`config.mk`:
```
export PLATFORM = sky130hd
export DESIGN_NAME = pixel_writer
export DESIGN_NICKNAME = d
export VERILOG_FILES = /design/src/rtl/pixel_pkg.sv /design/src/rtl/sync_fifo.sv /design/src/rtl/pixel_writer.sv
export SDC_FILE = /design/constraint.sdc
export NUM_CORES = 1
export LEC_CHECK = 0
export CORE_ASPECT_RATIO = 1.4
export CORE_UTILIZATION = 35
export CTS_CLUSTER_SIZE = 20
export DETAILED_ROUTE_END_ITERATION = 8
export SYNTH_ARGS = -nofsm -noshare
export SYNTH_HDL_FRONTEND = slang
export SYNTH_HIERARCHICAL = 1
export SYNTH_SLANG_ARGS = --single-unit
```
`constraint.sdc`:
```
create_clock -name clock -period 4.5 [get_ports clock]
set_input_delay 0.9 -clock clock [delete_from_list [all_inputs] [get_ports clock]]
set_output_delay 0.9 -clock clock [all_outputs]
set_load 0.05 [all_outputs]
```
`src/rtl/pixel_pkg.sv`:
```
// Shared constants, state encoding and plot-entry layout for the pixel writer.
package pixel_pkg;

  localparam logic [7:0]  SCREEN_W    = 8'd160;
  localparam logic [6:0]  SCREEN_H    = 7'd120;
  localparam int unsigned FB_ADDR_W   = 15;
  localparam int unsigned COLOR_DEPTH = 9;

  localparam logic [FB_ADDR_W-1:0] FB_LAST_ADDR = 15'd19199;

  typedef enum logic [1:0] {
    IDLE  = 2'd0,
    DRAIN = 2'd1,
    CLEAR = 2'd2,
    DONE  = 2'd3
  } pw_state_t;

  typedef struct packed {
    logic [7:0]             x;
    logic [6:0]             y;
    logic [COLOR_DEPTH-1:0] color;
  } plot_entry_t;

  localparam int unsigned PLOT_ENTRY_W = $bits(plot_entry_t);

  // y*160 as (y<<7)+(y<<5), keeping the datapath to adders only.
  function automatic logic [FB_ADDR_W-1:0] fb_linear_addr(input logic [7:0] x,
                                                          input logic [6:0] y);
    logic [FB_ADDR_W-1:0] w_y;
    w_y = {8'b0, y};
    return (w_y << 7) + (w_y << 5) + {7'b0, x};
  endfunction

endpackage

```
`src/rtl/sync_fifo.sv`:
```
// Generic single-clock FIFO with registered count; DEPTH must be a power of two.
module sync_fifo #(
  parameter int unsigned WIDTH = 8,
  parameter int unsigned DEPTH = 16
) (
  input  logic                     i_clk,
  input  logic                     i_rst_n,
  input  logic                     i_push,
  input  logic [WIDTH-1:0]         i_wdata,
  input  logic                     i_pop,
  output logic [WIDTH-1:0]         o_rdata,
  output logic                     o_full,
  output logic                     o_empty,
  output logic [$clog2(DEPTH):0]   o_count
);

  localparam int unsigned AW = $clog2(DEPTH);

  logic [WIDTH-1:0] r_mem [DEPTH];
  logic [AW-1:0]    r_wr_ptr;
  logic [AW-1:0]    r_rd_ptr;
  logic [AW:0]      r_count;
  logic             w_do_push;
  logic             w_do_pop;

  assign o_full    = (r_count == (AW+1)'(DEPTH));
  assign o_empty   = (r_count == '0);
  assign o_count   = r_count;
  assign o_rdata   = r_mem[r_rd_ptr];
  assign w_do_push = i_push && !o_full;
  assign w_do_pop  = i_pop && !o_empty;

  always_ff @(posedge i_clk) begin
    if (w_do_push) r_mem[r_wr_ptr] <= i_wdata;
  end

  always_ff @(posedge i_clk or negedge i_rst_n) begin
    if (!i_rst_n) begin
      r_wr_ptr <= '0;
      r_rd_ptr <= '0;
      r_count  <= '0;
    end else begin
      if (w_do_push) r_wr_ptr <= r_wr_ptr + 1'b1;
      if (w_do_pop)  r_rd_ptr <= r_rd_ptr + 1'b1;
      case ({w_do_push, w_do_pop})
        2'b10:   r_count <= r_count + 1'b1;
        2'b01:   r_count <= r_count - 1'b1;
        default: r_count <= r_count;
      endcase
    end
  end

endmodule

```
`src/rtl/pixel_writer.sv`:
```
// Plot-request buffer and framebuffer writer with full-screen clear sequence.
// Optional PIXEL_WRITER_TRANSPARENT_EN drops pushes whose colour equals TRANSPARENT_COLOR.
module pixel_writer
  import pixel_pkg::*;
#(
  parameter int unsigned            FIFO_DEPTH  = 16,
  parameter logic [COLOR_DEPTH-1:0] CLEAR_COLOR = '0
`ifdef PIXEL_WRITER_TRANSPARENT_EN
  ,
  parameter logic [COLOR_DEPTH-1:0] TRANSPARENT_COLOR = 9'h1FF
`endif
) (
  input  logic                   clock,
  input  logic                   resetn,
  input  logic [7:0]             x,
  input  logic [6:0]             y,
  input  logic [COLOR_DEPTH-1:0] color,
  input  logic                   plot,
  output logic                   ready,
  input  logic                   clear_req,
  output logic                   clear_done,
  output logic                   overflow,
  input  logic                   fb_grant,
  output logic [FB_ADDR_W-1:0]   fb_address,
  output logic [COLOR_DEPTH-1:0] fb_data,
  output logic                   fb_wren
);

  localparam int unsigned CW = $clog2(FIFO_DEPTH) + 1;

  pw_state_t              r_state, w_next_state;
  logic [FB_ADDR_W-1:0]   r_clr_cnt;
  logic [FB_ADDR_W-1:0]   r_fb_address;
  logic [COLOR_DEPTH-1:0] r_fb_data;
  logic                   r_fb_wren;
  logic                   r_overflow;

  plot_entry_t            w_in_entry, w_out_entry;
  logic                   w_full, w_empty;
  logic [CW-1:0]          w_count;
  logic                   w_in_range, w_keep, w_busy;
  logic                   w_push, w_drop, w_pop, w_clr_wr, w_fifo_drained;

  assign w_in_entry = '{x: x, y: y, color: color};
  assign w_in_range = (x < SCREEN_W) && (y < SCREEN_H);
`ifdef PIXEL_WRITER_TRANSPARENT_EN
  assign w_keep     = (color != TRANSPARENT_COLOR);
`else
  assign w_keep     = 1'b1;
`endif
  assign w_busy     = (r_state == CLEAR) || (r_state == DONE);
  assign ready      = !w_full && !w_busy;
  assign w_push     = plot && ready && w_in_range && w_keep;
  assign w_drop     = plot && !ready && w_in_range && w_keep;
  assign w_pop      = ((r_state == IDLE) || (r_state == DRAIN)) && !w_empty && fb_grant;
  assign w_clr_wr   = (r_state == CLEAR) && fb_grant;
  // FIFO will be empty after this edge: nothing arriving and nothing (or only the last entry) left.
  assign w_fifo_drained = !w_push && (w_empty || ((w_count == CW'(1)) && w_pop));

  sync_fifo #(
    .WIDTH (PLOT_ENTRY_W),
    .DEPTH (FIFO_DEPTH)
  ) u_fifo (
    .i_clk   (clock),
    .i_rst_n (resetn),
    .i_push  (w_push),
    .i_wdata (w_in_entry),
    .i_pop   (w_pop),
    .o_rdata (w_out_entry),
    .o_full  (w_full),
    .o_empty (w_empty),
    .o_count (w_count)
  );

  always_comb begin
    w_next_state = r_state;
    case (r_state)
      IDLE:    if (clear_req) w_next_state = w_fifo_drained ? CLEAR : DRAIN;
      DRAIN:   if (w_fifo_drained) w_next_state = CLEAR;
      CLEAR:   if (w_clr_wr && (r_clr_cnt == FB_LAST_ADDR)) w_next_state = DONE;
      DONE:    w_next_state = IDLE;
      default: w_next_state = IDLE;
    endcase
  end

  always_ff @(posedge clock or negedge resetn) begin
    if (!resetn) begin
      r_state      <= IDLE;
      r_clr_cnt    <= '0;
      r_fb_address <= '0;
      r_fb_data    <= '0;
      r_fb_wren    <= 1'b0;
      r_overflow   <= 1'b0;
    end else begin
      r_state   <= w_next_state;
      r_fb_wren <= w_pop || w_clr_wr;
      if (w_pop) begin
        r_fb_address <= fb_linear_addr(w_out_entry.x, w_out_entry.y);
        r_fb_data    <= w_out_entry.color;
      end else if (w_clr_wr) begin
        r_fb_address <= r_clr_cnt;
        r_fb_data    <= CLEAR_COLOR;
      end
      if (w_clr_wr) r_clr_cnt <= (r_clr_cnt == FB_LAST_ADDR) ? '0 : r_clr_cnt + 1'b1;
      if (w_drop) r_overflow <= 1'b1;
      else if ((r_state == IDLE) && clear_req) r_overflow <= 1'b0;
    end
  end

  assign fb_address = r_fb_address;
  assign fb_data    = r_fb_data;
  assign fb_wren    = r_fb_wren;
  assign overflow   = r_overflow;
  assign clear_done = (r_state == DONE);

endmodule

```
* Word level (Yosys, flattened, before mapping) *
Memory sizes are Yosys's and may differ from the RTL's.
Index checks and enable logic that the tools add are counted.

word-level totals
  register bits = 56
  RAM bits = 384
  input bits = 29
  output and inout port bits = 28
  word-level logic and storage cells = 75
  memories = 1

memories
  memory        words  bits a word  rd ports  clocked after memory_dff  write ports  line             text
  u_fifo.r_mem  16     24           1         0                         1            sync_fifo.sv:19  logic [WIDTH-1:0] r_mem [DEPTH];

operators by class
  add/subtract/negate cells = 7
  order comparisons = 2
  equality and inequality tests = 11
  multiplexer cells = 15
  reduce and logical (&&, ||, !) cells = 30

operators by type and width
  kind                     number
  $mux W15                 3
  $mux W9                  2
  $add A14 B12 Y15         1
  $add A15 B1 Y15 const B  1
  $add A15 B8 Y15          1
  $eq A15 B15 Y1 const B   1
  $logic_and A1 B1 Y1      15
  $pmux W5 S2              1
  $add A4 B1 Y4 const B    2
  $lt A8 B8 Y1 const B     1
  $mux W2                  4
  $pmux W2 S4              1
  $lt A7 B7 Y1 const B     1
  $eq A2 B2 Y1 const B     3
  $reduce_bool A2 Y1       3
  $add A5 B1 Y5 const B    1
  $eq A5 B1 Y1 const B     1
  $eq A5 B5 Y1 const B     1
  $logic_not A1 Y1         5
  $logic_not A5 Y1         1
  $sub A5 B1 Y5 const B    1
  $eq A2 B1 Y1 const B     2
  $logic_or A1 B1 Y1       4
  $mux W1                  4
  other kinds (4)          5

* Logic depth before layout (Yosys ltp) *
Gate-level depths: netlist of the first run.

  depth in word-level cells = 11
  depth in mapped cells = 18
  mapped depth without buffers = 16

* By module *
Netlist of the first run, hierarchy kept.

modules (own cells, without submodules)
  module        instances  cells each  area an instance (um2)
  sync_fifo     1          784         15,711.3
  pixel_writer  1          272         2,567.5

* Least setup slack after synthesis of the first run *
Ideal clock, no wire load.

  kind = reg-to-reg
  from = reg r_state[0]
  to = mem u_fifo/r_mem[3][0] (netlist bit) (enable)
  setup time = 0.435 ns
  arrival = 4.479 ns
  required time = 4.065 ns
  setup slack = -0.414 ns
  stages on the path, launching flop included = 9
  path buffers = 1
  period minus slack after synthesis = 4.914 ns
  cell sequence = dfrtp_1 -> ha_1 -> nor3_1 -> nand4_2 -> inv_1 -> and2_1 -> buf_2 -> nand2_1 -> nor3_1

on the way
  cells in the longest elaborated chain, start to end = 9
  elaborated cells between the ends (all ways) = 10
  those cells by class = eq/ne (2); mux (2); reduce/logical (6)

ends and longest elaborated chain
  item                              line                text
  start, declared                   pixel_writer.sv:31  pw_state_t r_state, w_next_state;
  start signal, assigned            pixel_writer.sv:95  r_state <= w_next_state;
  $eq A2 B2 Y1                      --
  net clear_done                    pixel_writer.sv:21  output logic clear_done,
  $logic_or A1 B1 Y1                pixel_writer.sv:51  assign w_busy = (r_state == CLEAR) || (r_state == DONE);
  $logic_not A1 Y1                  pixel_writer.sv:52  assign ready = !w_full && !w_busy;
  $logic_and A1 B1 Y1               pixel_writer.sv:52
  net ready                         pixel_writer.sv:19  output logic ready,
  $logic_and A1 B1 Y1 (2 in a row)  pixel_writer.sv:53  assign w_push = plot && ready && w_in_range && w_keep;
  net w_push                        pixel_writer.sv:42  logic w_push, w_drop, w_pop, w_clr_wr, w_fifo_drained;
  $logic_and A1 B1 Y1               sync_fifo.sv:30     assign w_do_push = i_push && !o_full;
  $mux W1                           sync_fifo.sv:34     if (w_do_push) r_mem[r_wr_ptr] <= i_wdata;
  $mux W1 (not written as such)     sync_fifo.sv:34
  end, declared                     sync_fifo.sv:19

The timed path passes the listed nets, and every way through them passes these cells.

==> results.tsv, run 1 <==
stage	metric	value	unit
sta	post-route-min-period	4.01	ns
layout	area_growth_syn_to_layout	16.1	%
clock_tree	postCtsHoldBufs	0	
worst_setup_path	critPathMaxFanout	31	
worst_setup_path	critPathMostFrequentCell	ha_1	
worst_setup_path	reg2reg_depth	13	
sta	max_slew_margin	33.0	%
hold_path	min-delay-path-class	input pin to asynchronous set/reset pin	
yosys	postSynthAreaPerCell	17.3	um2
global_routing	grt_pass1_vias	10100	
route	drt-wirelength-per-cell	22.3	um
die	die_y	272	um
yosys	yosysTopAreaCellShare	63.1	%
worst_setup_path	cp.buffers_inverters	1	
yosys	async_flop_share	12.7	%
clock_tree	clkTransAtPathRegs	0.06	ns
die	num_io_pins	57	
global_routing	overflow	0	
global_routing	use_met2	28.6	%
job	drv_cap	0	
yosys	synthCells	1056	
worst_setup_path	worst_setup_path_end_kind	register	
die	fp-row-count	98	
worst_setup_path	path_cells	buf_4, mux2i_1, a221oi_1, o21ai_0, nand2_1, ha_1, ha_1, fa_1, a21o_1, a21oi_1, nand2b_1, a211oi_1, o31a_1	
place	dp_hpwl	24400	um
yosys	syn_area	18300	um2
global_routing	grt_max_degree	40	
sta	slew_violations	0	
place	portBuffers	56	
sta	skew	0.0240	ns
yosys	synth_fp_nets	1116	
layout	fin_nets	1207	
worst_setup_path	required	4.93	ns
yosys	ys_types	61	
yosys	synth.most_common_cell	edfxtp_1	
clock_tree	numCtsBuffers	42	
place	gp_congestion	0.771	
sta	period_share	89.0	%
die	die-area	53200	um2
global_routing	antenna_found_initial	0	
worst_setup_path	reg2reg_to	fb_address[14]$_DFFE_PN0P_	
yosys	synth_top_cell_by_area	edfxtp_1	
route	post-route-drc-count	0	
route	routed_wirelength	40700	um
pwr	powerDensity	678	nW/um2
die	start_util	35.6	%
clock_tree	cts_sinks	440	
clock_tree	insertion_delay	0.56	ns
yosys	synth_top_family_by_area	multiplexers	
yosys	yosys_warnings	6	
route	vias_per_cell	5.21	
route	vias	9529	
die	die_w	195	um
yosys	synth_xor_area_share	1.05	%
sta	max_freq	250	MHz
yosys	ys_ff_latch	440	
sta	setup_viol_count_final	0	
yosys	synth_simple_gate_area_share	4.69	%
worst_setup_path	r2r-start	u_fifo/r_rd_ptr[0]$_DFFE_PN0P_	
yosys	synth_compound_area_share	6.41	%
clock_tree	clockBufferDepth	3	
worst_setup_path	critical_path_depth	13	
die	fp.coreArea	51400	um2
global_routing	grt_pass1_wl	61800	um
worst_setup_path	r2r_setup_slack	0.49	ns
yosys	ys_top_cells_by_count	edfxtp_1, mux2i_1, nand2_1	
worst_setup_path	crit_family	compound AO/OA/AOI/OAI gates	
global_routing	track_usage	15.5	%
layout	drive_gt1_share	17.5	%
layout	multi_input_comb_area	4980	um2
pwr	leakagePower	7.48	nW
layout	post-route-util	41.3	%
yosys	yosys.area_share.adder	2.25	%
yosys	seq_area_frac_synth	70.8	%
sta	rsz0062_at_grt	false	
yosys	dominantRegCellSynth	edfxtp_1	
worst_setup_path	cp.arrival	4.44	ns
route	drt_iter0_markers	666	
layout	seqCellArea	12900	um2
clock_tree	root_buffer	clkbuf_16	
outcome	status	completed	
sta	tns	0	ns
clock_tree	post-cts-setup-buffers	0	
worst_setup_path	crit_path_max_incr_delay	0.80	ns
sta	finalHoldViolCount	0	
worst_setup_path	cp_slowest_cell	dfrtp_4	
global_routing	top_usage_layer	met2	
worst_setup_path	start_kind	register	
yosys	synthTopCellsByArea	edfxtp_1, dfrtp_1, mux2i_1	
worst_setup_path	critical_path_class	register to register	
yosys	synth-edff-count	384	
global_routing	grtUsageMet3	2.12	%
route	firstDrtPassIters	4	
clock_tree	htree_levels	2	
layout	fillers	4527	
pwr	ir_drop	402	uV
route	antenna_left	0	
yosys	synthMuxAreaShare	12.1	%
clock_tree	cts_tree	yes	
layout	diodes	0	
clock_tree	ctsResizeCount	0	
global_routing	met1_usage	18.2	%
worst_setup_path	crit_end	fb_address[14]$_DFFE_PN0P_	
worst_setup_path	cp-startpoint	u_fifo/r_rd_ptr[0]$_DFFE_PN0P_	
sta	tightest_slew	1.00	ns
[metrics by stage]
step | power (mW) | worst slack (ns) | hold WS (ns) | std cells | area [um2]
after global routing | 15.2 | 0.298 | 0.351 | 1830 | 21200
after global placement | 10.8 | 0.519 | 0.476 | 1753 | 19800
after detailed placement | 10.9 | 0.476 | 0.484 | 1753 | 19800
final | 14.4 | 0.493 | 0.314 | 1830 | 21200
after floorplan | 9.42 | 0.227 | 0.462 | 1056 | 18300
after CTS | 14.5 | 0.474 | 0.316 | 1830 | 21200
[cell type report]
cell class / instances / share of cell area (%)
multi-input cells: 540 / 23.5
clock buffers: 48 / 5.06
clock inverters: 29 / 1.46
repair buffers: 103 / 4.87
well taps: 650 / 3.83
inverters: 20 / 0.354
flip-flops and latches: 440 / 61.0
[cell families (layout without fill, tap and decap cells)]
family,count (synthesis),count (layout)
buffers and inverters,76,200
flip-flops,440,440
AND/OR/NAND/NOR,177,177
AO/OA/AOI/OAI,149,149
multiplexers,161,161
adder cells (fa/ha/maj),31,31
XOR/XNOR,22,22
[layout by cell type, fill, tap and decap left out, drive strengths merged, types with 2 or more instances in the layout]
cell type	count
edfxtp	384
mux2i	110
nand2	77
dfrtp	56
clkdlybuf4s50	55
a221oi	49
mux4	48
clkbuf	48
buf	48
o21ai	47
nor2	33
ha	28
a22oi	24
inv	23
nand3	21
clkinv	19
xnor2	11
xor2	11
a21oi	11
nor3	11
nand4	8
bufinv	6
nor2b	6
nand2b	5
and3	4
a21o	4
mux2	3
fa	3
and2	3
nor4	3
a211oi	2
o31a	2
or2	2
[per-layer routing]
metal	share of wire (%)	wire length (um)
met4	3.0	1210
met3	3.9	1610
met1	40	16400
met2	53	21500
met5	0	0
[registers in the layout, indices dropped and copies added, names as in the netlist]
name and cells:
u_fifo/r_wr_ptr 4, u_fifo/r_mem 384, r_state 2, u_fifo/o_count 5, fb_data 9, fb_address 15
u_fifo/r_rd_ptr 4, overflow 1, r_clr_cnt 15, fb_wren 1
[power breakdown]
| part | leakage (nW) | internal, mW | switching [mW] | total [mW] |
|---|---|---|---|---|
| combinational | 2.65 | 2.27 | 3.41 | 5.68 |
| clock | 0.673 | 2.07 | 1.51 | 3.57 |
| sequential | 4.16 | 4.82 | 0.306 | 5.13 |
| total | 7.48 | 9.16 | 5.22 | 14.4 |
[worst min path at each step]
stage	startpoint	endpoint	slack [ns]	cells after the start
after floorplan	r_clr_cnt[14]$_DFFE_PN0P_	r_clr_cnt[14]$_DFFE_PN0P_	0.46	1
after global placement	overflow$_DFFE_PN0P_	overflow$_DFFE_PN0P_	0.48	2
after detailed placement	fb_data[3]$_DFFE_PN0P_	fb_data[3]$_DFFE_PN0P_	0.48	2
after CTS	resetn	fb_data[0]$_DFFE_PN0P_	0.32	1
after global routing	resetn	fb_data[0]$_DFFE_PN0P_	0.35	1
final	resetn	fb_data[0]$_DFFE_PN0P_	0.31	1
Power figures use the tool's default switching activity.
==> run 2: changes to the inputs <==
Clock period 4.5 ns to 4.1 ns, I/O delays scaled along.
==> results.tsv, run 2 (synthesis results as in run 1) <==
stage	metric	value	unit	change
sta	period_share	92.6	%	+3.5 points
place	portBuffers	56		unchanged
sta	rsz0062_at_grt	false		
die	fp-row-count	98		unchanged
worst_setup_path	required	4.53	ns	-0.40 ns
worst_setup_path	reg2reg_depth	12		-1
worst_setup_path	reg2reg_to	fb_address[14]$_DFFE_PN0P_		
sta	hold_slack	0.439	ns	+0.125 ns
worst_setup_path	path_cells	buf_12, mux4_2, a22oi_1, nand2_1, ha_1, ha_1, fa_1, a21o_1, a21oi_1, nand2b_1, a211oi_1, o31a_1		
die	die_y	272	um	unchanged
worst_setup_path	critPathMaxFanout	16		-48%
pwr	leakagePower	7.50	nW	+0.22%
die	die-area	53200	um2	unchanged
layout	postLayoutCellArea	21100	um2	-0.52%
layout	fin_nets	1224		+1.4%
global_routing	grt_pass1_wl	62600	um	+1.4%
clock_tree	clockBufferDepth	3		unchanged
place	dp_hpwl	25700	um	+5.3%
worst_setup_path	r2r-start	u_fifo/r_rd_ptr[0]$_DFFE_PN0P_		
route	vias	9596		+0.70%
pwr	power	15.5	mW	+8.1%
worst_setup_path	start_kind	register		
route	antenna_left	0		unchanged
worst_setup_path	cp_slowest_cell	dfrtp_4		
layout	layout_common_cells	edfxtp_1, mux2i_1, nand2_1		
die	fp.coreArea	51400	um2	unchanged
sta	setup_viol_count_final	0		unchanged
worst_setup_path	critPathMostFrequentCell	ha_1		
global_routing	antenna_found_initial	1		+1
hold_path	min-delay-path-class	input pin to asynchronous set/reset pin		
layout	final_common_cell	edfxtp_1		
die	start_util	35.6	%	unchanged
sta	skew	0.0122	ns	-0.0118 ns
clock_tree	cts_tree	yes		
place	placed_area	19800	um2	about the same
worst_setup_path	crit_path_max_incr_delay	0.64	ns	-0.16 ns
layout	drive_gt1_share	18.5	%	+0.91 points
sta	slew_violations	0		unchanged
worst_setup_path	worst_setup_path_end_kind	register		
worst_setup_path	cp-startpoint	u_fifo/r_rd_ptr[0]$_DFFE_PN0P_		
route	vias_per_cell	5.21		about the same
worst_setup_path	critical_path_class	register to register		
global_routing	track_usage	15.9	%	+0.40 points
clock_tree	htree_levels	2		unchanged
die	num_io_pins	57		unchanged
outcome	status	completed		
clock_tree	cts_sinks	440		unchanged
layout	largest_reg_flops	384		unchanged
sta	tns	0	ns	unchanged
place	gp_congestion	0.740		-4.0%
clock_tree	ctsResizeCount	0		unchanged
job	drv_cap	0		unchanged
global_routing	grt_pass1_vias	9794		-2.6%
worst_setup_path	cp.arrival	4.22	ns	-0.22 ns
clock_tree	insertion_delay	0.55	ns	about the same
clock_tree	numCtsBuffers	41		-2.4%
layout	area_growth_syn_to_layout	15.5	%	
route	drt_iter0_markers	744		+12%
clock_tree	clkTransAtPathRegs	0.06	ns	about the same
route	drt-wirelength-per-cell	22.7	um	+1.8%
global_routing	grt_max_degree	56		+40%
clock_tree	postCtsHoldBufs	0		unchanged
route	post-route-drc-count	0		unchanged
layout	post-route-util	41.1	%	-0.22 points
layout	top_register	u_fifo/r_mem		
worst_setup_path	r2r_setup_slack	0.30	ns	-0.19 ns
global_routing	overflow	0		unchanged
route	routed_wirelength	41700	um	+2.5%
sta	post-route-min-period	3.80	ns	-0.212 ns
pwr	powerDensity	736	nW/um2	+8.7%
sta	max_freq	264	MHz	+5.6%
clock_tree	root_buffer	clkbuf_16		
pwr	ir_drop	496	uV	+23%
sta	tightest_slew	1.02	ns	+0.0152 ns
sta	finalHoldViolCount	0		unchanged
sta	max_slew_margin	32.1	%	-0.85 points
layout	diodes	0		unchanged
die	die_w	195	um	unchanged
route	firstDrtPassIters	5		+1
==> run 2: worst max-delay path: cells and delay by family (launching register included) <==
kind	cells	cell delay (ns)
compound gates	5	0.90
fa+ha+maj	3	0.98
buf+inv	1	0.23
flops	1	0.64
mux	1	0.51
simple gates	2	0.39
==> run 2: worst max-delay path by stage <==
stage | endpoint | slack, ns | cells after the start
floorplan | u_fifo/r_mem[15][0]$_DFFE_PP_ | 0.33 | 8
global route | fb_address[13]$_DFFE_PN0P_ | 0.05 | 14
detailed placement | u_fifo/o_count[4]$_DFFE_PN0P_ | 0.03 | 14
finish | fb_address[14]$_DFFE_PN0P_ | 0.30 | 12
global placement | u_fifo/o_count[4]$_DFFE_PN0P_ | 0.04 | 14
CTS | fb_address[14]$_DFFE_PN0P_ | 0.24 | 13
==> run 2: per-stage QoR <==
step                std cells  setup WS, ns
floorplan                1056         0.335
global placement         1770        0.0397
detailed placement       1770        0.0304
CTS                      1841         0.235
global route             1842        0.0475
finish                   1842         0.305
==> run 2: cell type report <==
type / count / area (um2)
Tap cell: 650 / 813
Clock buffer: 50 / 1070
Fill cell: 4509 / 30300
Timing Repair Buffer: 121 / 1090
Multi-Input combinational cell: 540 / 4950
Sequential cell: 440 / 12900
Inverter: 20 / 75.1
Clock inverter: 21 / 176
==> run 2: what timing repair did <==
action | 4_1_cts | 5_1_grt
buffers inserted | 0 | 1
hold endpoints to repair | 0 | 0
setup endpoints to repair | 0 | 1
==> run 2: layer usage <==
metal | GRT usage, % | routed length [um] | vias to the layer above
li1 | - | - | 4402
met1 | 20.0 | 17300 | 4935
met2 | 28.5 | 21600 | 209
met3 | 2.23 | 2040 | 50
met4 | 4.52 | 765 | 0
met5 | 0 | 0 | -
==> run 2: report_power, final <==
group / total, mW / internal [mW] / switching, mW
clock: 3.57 / 1.99 / 1.58
combinational: 6.35 / 2.55 / 3.80
sequential: 5.62 / 5.30 / 0.329
==> run 3: changes to the inputs <==
Settings changed: CORE_MARGIN set to 2, CTS_BUF_LIST set to sky130_fd_sc_hd__clkbuf_8 sky130_fd_sc_hd__clkbuf_16, SLEW_MARGIN set to 20.
==> results.tsv, run 3 (synthesis results as in run 1) <==
stage	metric	value	unit	change
place	dpl.cell_count	1775		+0.28%
die	fp-row-count	99		+1.0%
route	drt_iter0_markers	752		+1.1%
pwr	netSwitchingFraction	36.7	%	-0.049 points
global_routing	antenna_found_initial	0		-1
place	portBuffers	56		unchanged
layout	layout_common_cells	edfxtp_1, mux2i_1, nand2_1		
clock_tree	root_buffer	clkbuf_16		
pwr	power_frac_comb	40.2	%	-0.6 points
worst_setup_path	critical_path_class	register to register		
layout	final_common_cell	edfxtp_1		
hold_path	min-delay-path-class	input pin to asynchronous set/reset pin		
global_routing	overflow	0		unchanged
clock_tree	post-cts-setup-buffers	0		unchanged
global_routing	use_met2	27.8	%	-0.68 points
sta	rsz0062_at_grt	false		
sta	max_freq	265	MHz	+0.50%
route	firstDrtPassIters	5		unchanged
place	dp_hpwl	25700	um	about the same
worst_setup_path	cp_slowest_cell	dfrtp_4		
route	post-route-drc-count	0		unchanged
layout	fin_nets	1224		unchanged
layout	largest_reg_flops	384		unchanged
pwr	leakagePower	7.58	nW	+1.1%
clock_tree	ctsResizeCount	0		unchanged
layout	fillers	4567		+1.3%
route	antenna_left	0		unchanged
sta	finalHoldViolCount	0		unchanged
global_routing	grt_pass1_vias	10000		+2.5%
worst_setup_path	path_cells	buf_4, mux4_2, a22oi_1, nand2_1, inv_1, fa_1, inv_1, ha_1, a21oi_1, o21ai_0, nor4_1, o311a_1, nor3_1		
pwr	power	16.0	mW	+2.6%
route	routed_wirelength	42000	um	+0.58%
worst_setup_path	cp.buffers_inverters	3		+2
sta	fin_ws	0.324	ns	+0.0189 ns
pwr	ir_drop	393	uV	-21%
sta	max_slew_margin	37.3	%	+5.2 points
sta	tightest_slew	0.938	ns	-0.0803 ns
layout	post-route-util	40.9	%	-0.17 points
clock_tree	insertion_delay	0.57	ns	+0.02 ns
die	start_util	35.2	%	-0.36 points
pwr	seq_power_share	35.2	%	-1.0 points
place	gp_congestion	0.776		+4.9%
clock_tree	cts_tree	yes		
sta	tns	0	ns	unchanged
job	drv_cap	0		unchanged
sta	setup_viol_count_final	0		unchanged
worst_setup_path	critPathMaxFanout	15		-1
sta	skew	0.0163	ns	+0.00415 ns
global_routing	grt_max_degree	40		-29%
outcome	status	completed		
die	die-area	54100	um2	+1.8%
clock_tree	clockBufferDepth	3		unchanged
die	die_w	197	um	+1.0%
worst_setup_path	critPathMostFrequentCell	inv_1		
route	vias	9823		+2.4%
layout	diodes	0		unchanged
clock_tree	cts_sinks	440		unchanged
layout	area_growth_syn_to_layout	16.2	%	
worst_setup_path	cp.arrival	4.20	ns	-0.02 ns
die	fp.coreArea	51900	um2	+1.0%
layout	fin_cells	1853		+0.60%
worst_setup_path	required	4.53	ns	about the same
clock_tree	clkTransAtPathRegs	0.06	ns	about the same
worst_setup_path	worst_setup_path_end_kind	register		
layout	top_register	u_fifo/r_mem		
global_routing	grtUsageMet3	2.02	%	-0.21 points
place	pre_cts_slack	0.320	ns	+0.289 ns
pwr	powerDensity	751	nW/um2	+2.0%
pwr	p_int	10.1	mW	+2.7%
die	die_y	274	um	+0.73%
layout	drive_gt1_share	19.3	%	+0.84 points
worst_setup_path	crit_family	compound AO/OA/AOI/OAI gates		
global_routing	met1_usage	19.8	%	-0.12 points
clock_tree	htree_levels	2		unchanged
route	vias_per_cell	5.30		+1.8%
route	drt-wirelength-per-cell	22.6	um	about the same
sta	slew_violations	0		unchanged
die	num_io_pins	57		unchanged
pwr	p_clk_share	24.6	%	+1.6 points
clock_tree	numCtsBuffers	43		+4.9%
global_routing	grt_pass1_wl	63200	um	+0.96%
pwr	switching_power	5.85	mW	+2.5%
sta	post-route-min-period	3.78	ns	-0.0189 ns
global_routing	track_usage	15.7	%	-0.24 points
worst_setup_path	start_kind	register		
worst_setup_path	crit_path_max_incr_delay	0.59	ns	-0.05 ns
clock_tree	postCtsHoldBufs	0		unchanged
global_routing	top_usage_layer	met2		
sta	period_share	92.1	%	-0.46 points
-- run 3: worst reg2reg max path: cells and delay by family (launching register included) --
kind	cells	cell delay, ns
fa+ha+maj	2	0.67
simple gates	3	0.53
compound gates	4	0.84
flops	1	0.59
buf+inv	3	0.46
mux	1	0.55
-- run 3: power by group through the flow --
stage	logic (mW)	registers [mW]	clock network, mW
final	6.41	5.61	3.93
after CTS	6.48	5.61	4.03
after detailed placement	6.46	5.70	0
after global placement	6.40	5.69	0
after global routing	7.02	5.65	4.19
after floorplan	4.38	5.96	0
-- run 3: final cells by class --
| type | count | area, um2 | area share [%] |
|---|---|---|---|
| clock buffers | 46 | 1120 | 5.26 |
| clock inverters | 32 | 297 | 1.40 |
| inverters | 20 | 75.1 | 0.353 |
| multi-input cells | 540 | 4940 | 23.3 |
| flip-flops and latches | 440 | 12900 | 60.9 |
| well taps | 656 | 821 | 3.86 |
| repair buffers | 119 | 1050 | 4.94 |
-- run 3: through the flow --
stage / hold WS [ns] / cell area (um2)
floorplan: 0.462 / 18300
global placement: 0.479 / 19800
detailed placement: 0.479 / 19800
CTS: 0.342 / 21200
global route: 0.383 / 21200
finish: 0.337 / 21200
-- run 3: final timing paths --
check,slack [ns],from,cells after the start,to
hold reg to reg,0.48,overflow$_DFFE_PN0P_,2,overflow$_DFFE_PN0P_
max in group asynchronous,2.85,resetn,2,fb_address[4]$_DFFE_PN0P_
hold / removal,0.34,resetn,1,fb_data[4]$_DFFE_PN0P_
setup reg to reg,0.32,u_fifo/r_rd_ptr[0]$_DFFE_PN0P_,13,fb_address[13]$_DFFE_PN0P_
setup / recovery,0.32,u_fifo/r_rd_ptr[0]$_DFFE_PN0P_,13,fb_address[13]$_DFFE_PN0P_
min in group clock,0.48,overflow$_DFFE_PN0P_,2,overflow$_DFFE_PN0P_
-- run 3: routing by layer --
| metal | up-vias | wire length (um) |
|---|---|---|
| li1 | 4393 | - |
| met1 | 5127 | 17400 |
| met2 | 242 | 21600 |
| met3 | 61 | 1980 |
| met4 | 0 | 998 |
| met5 | - | 0 |
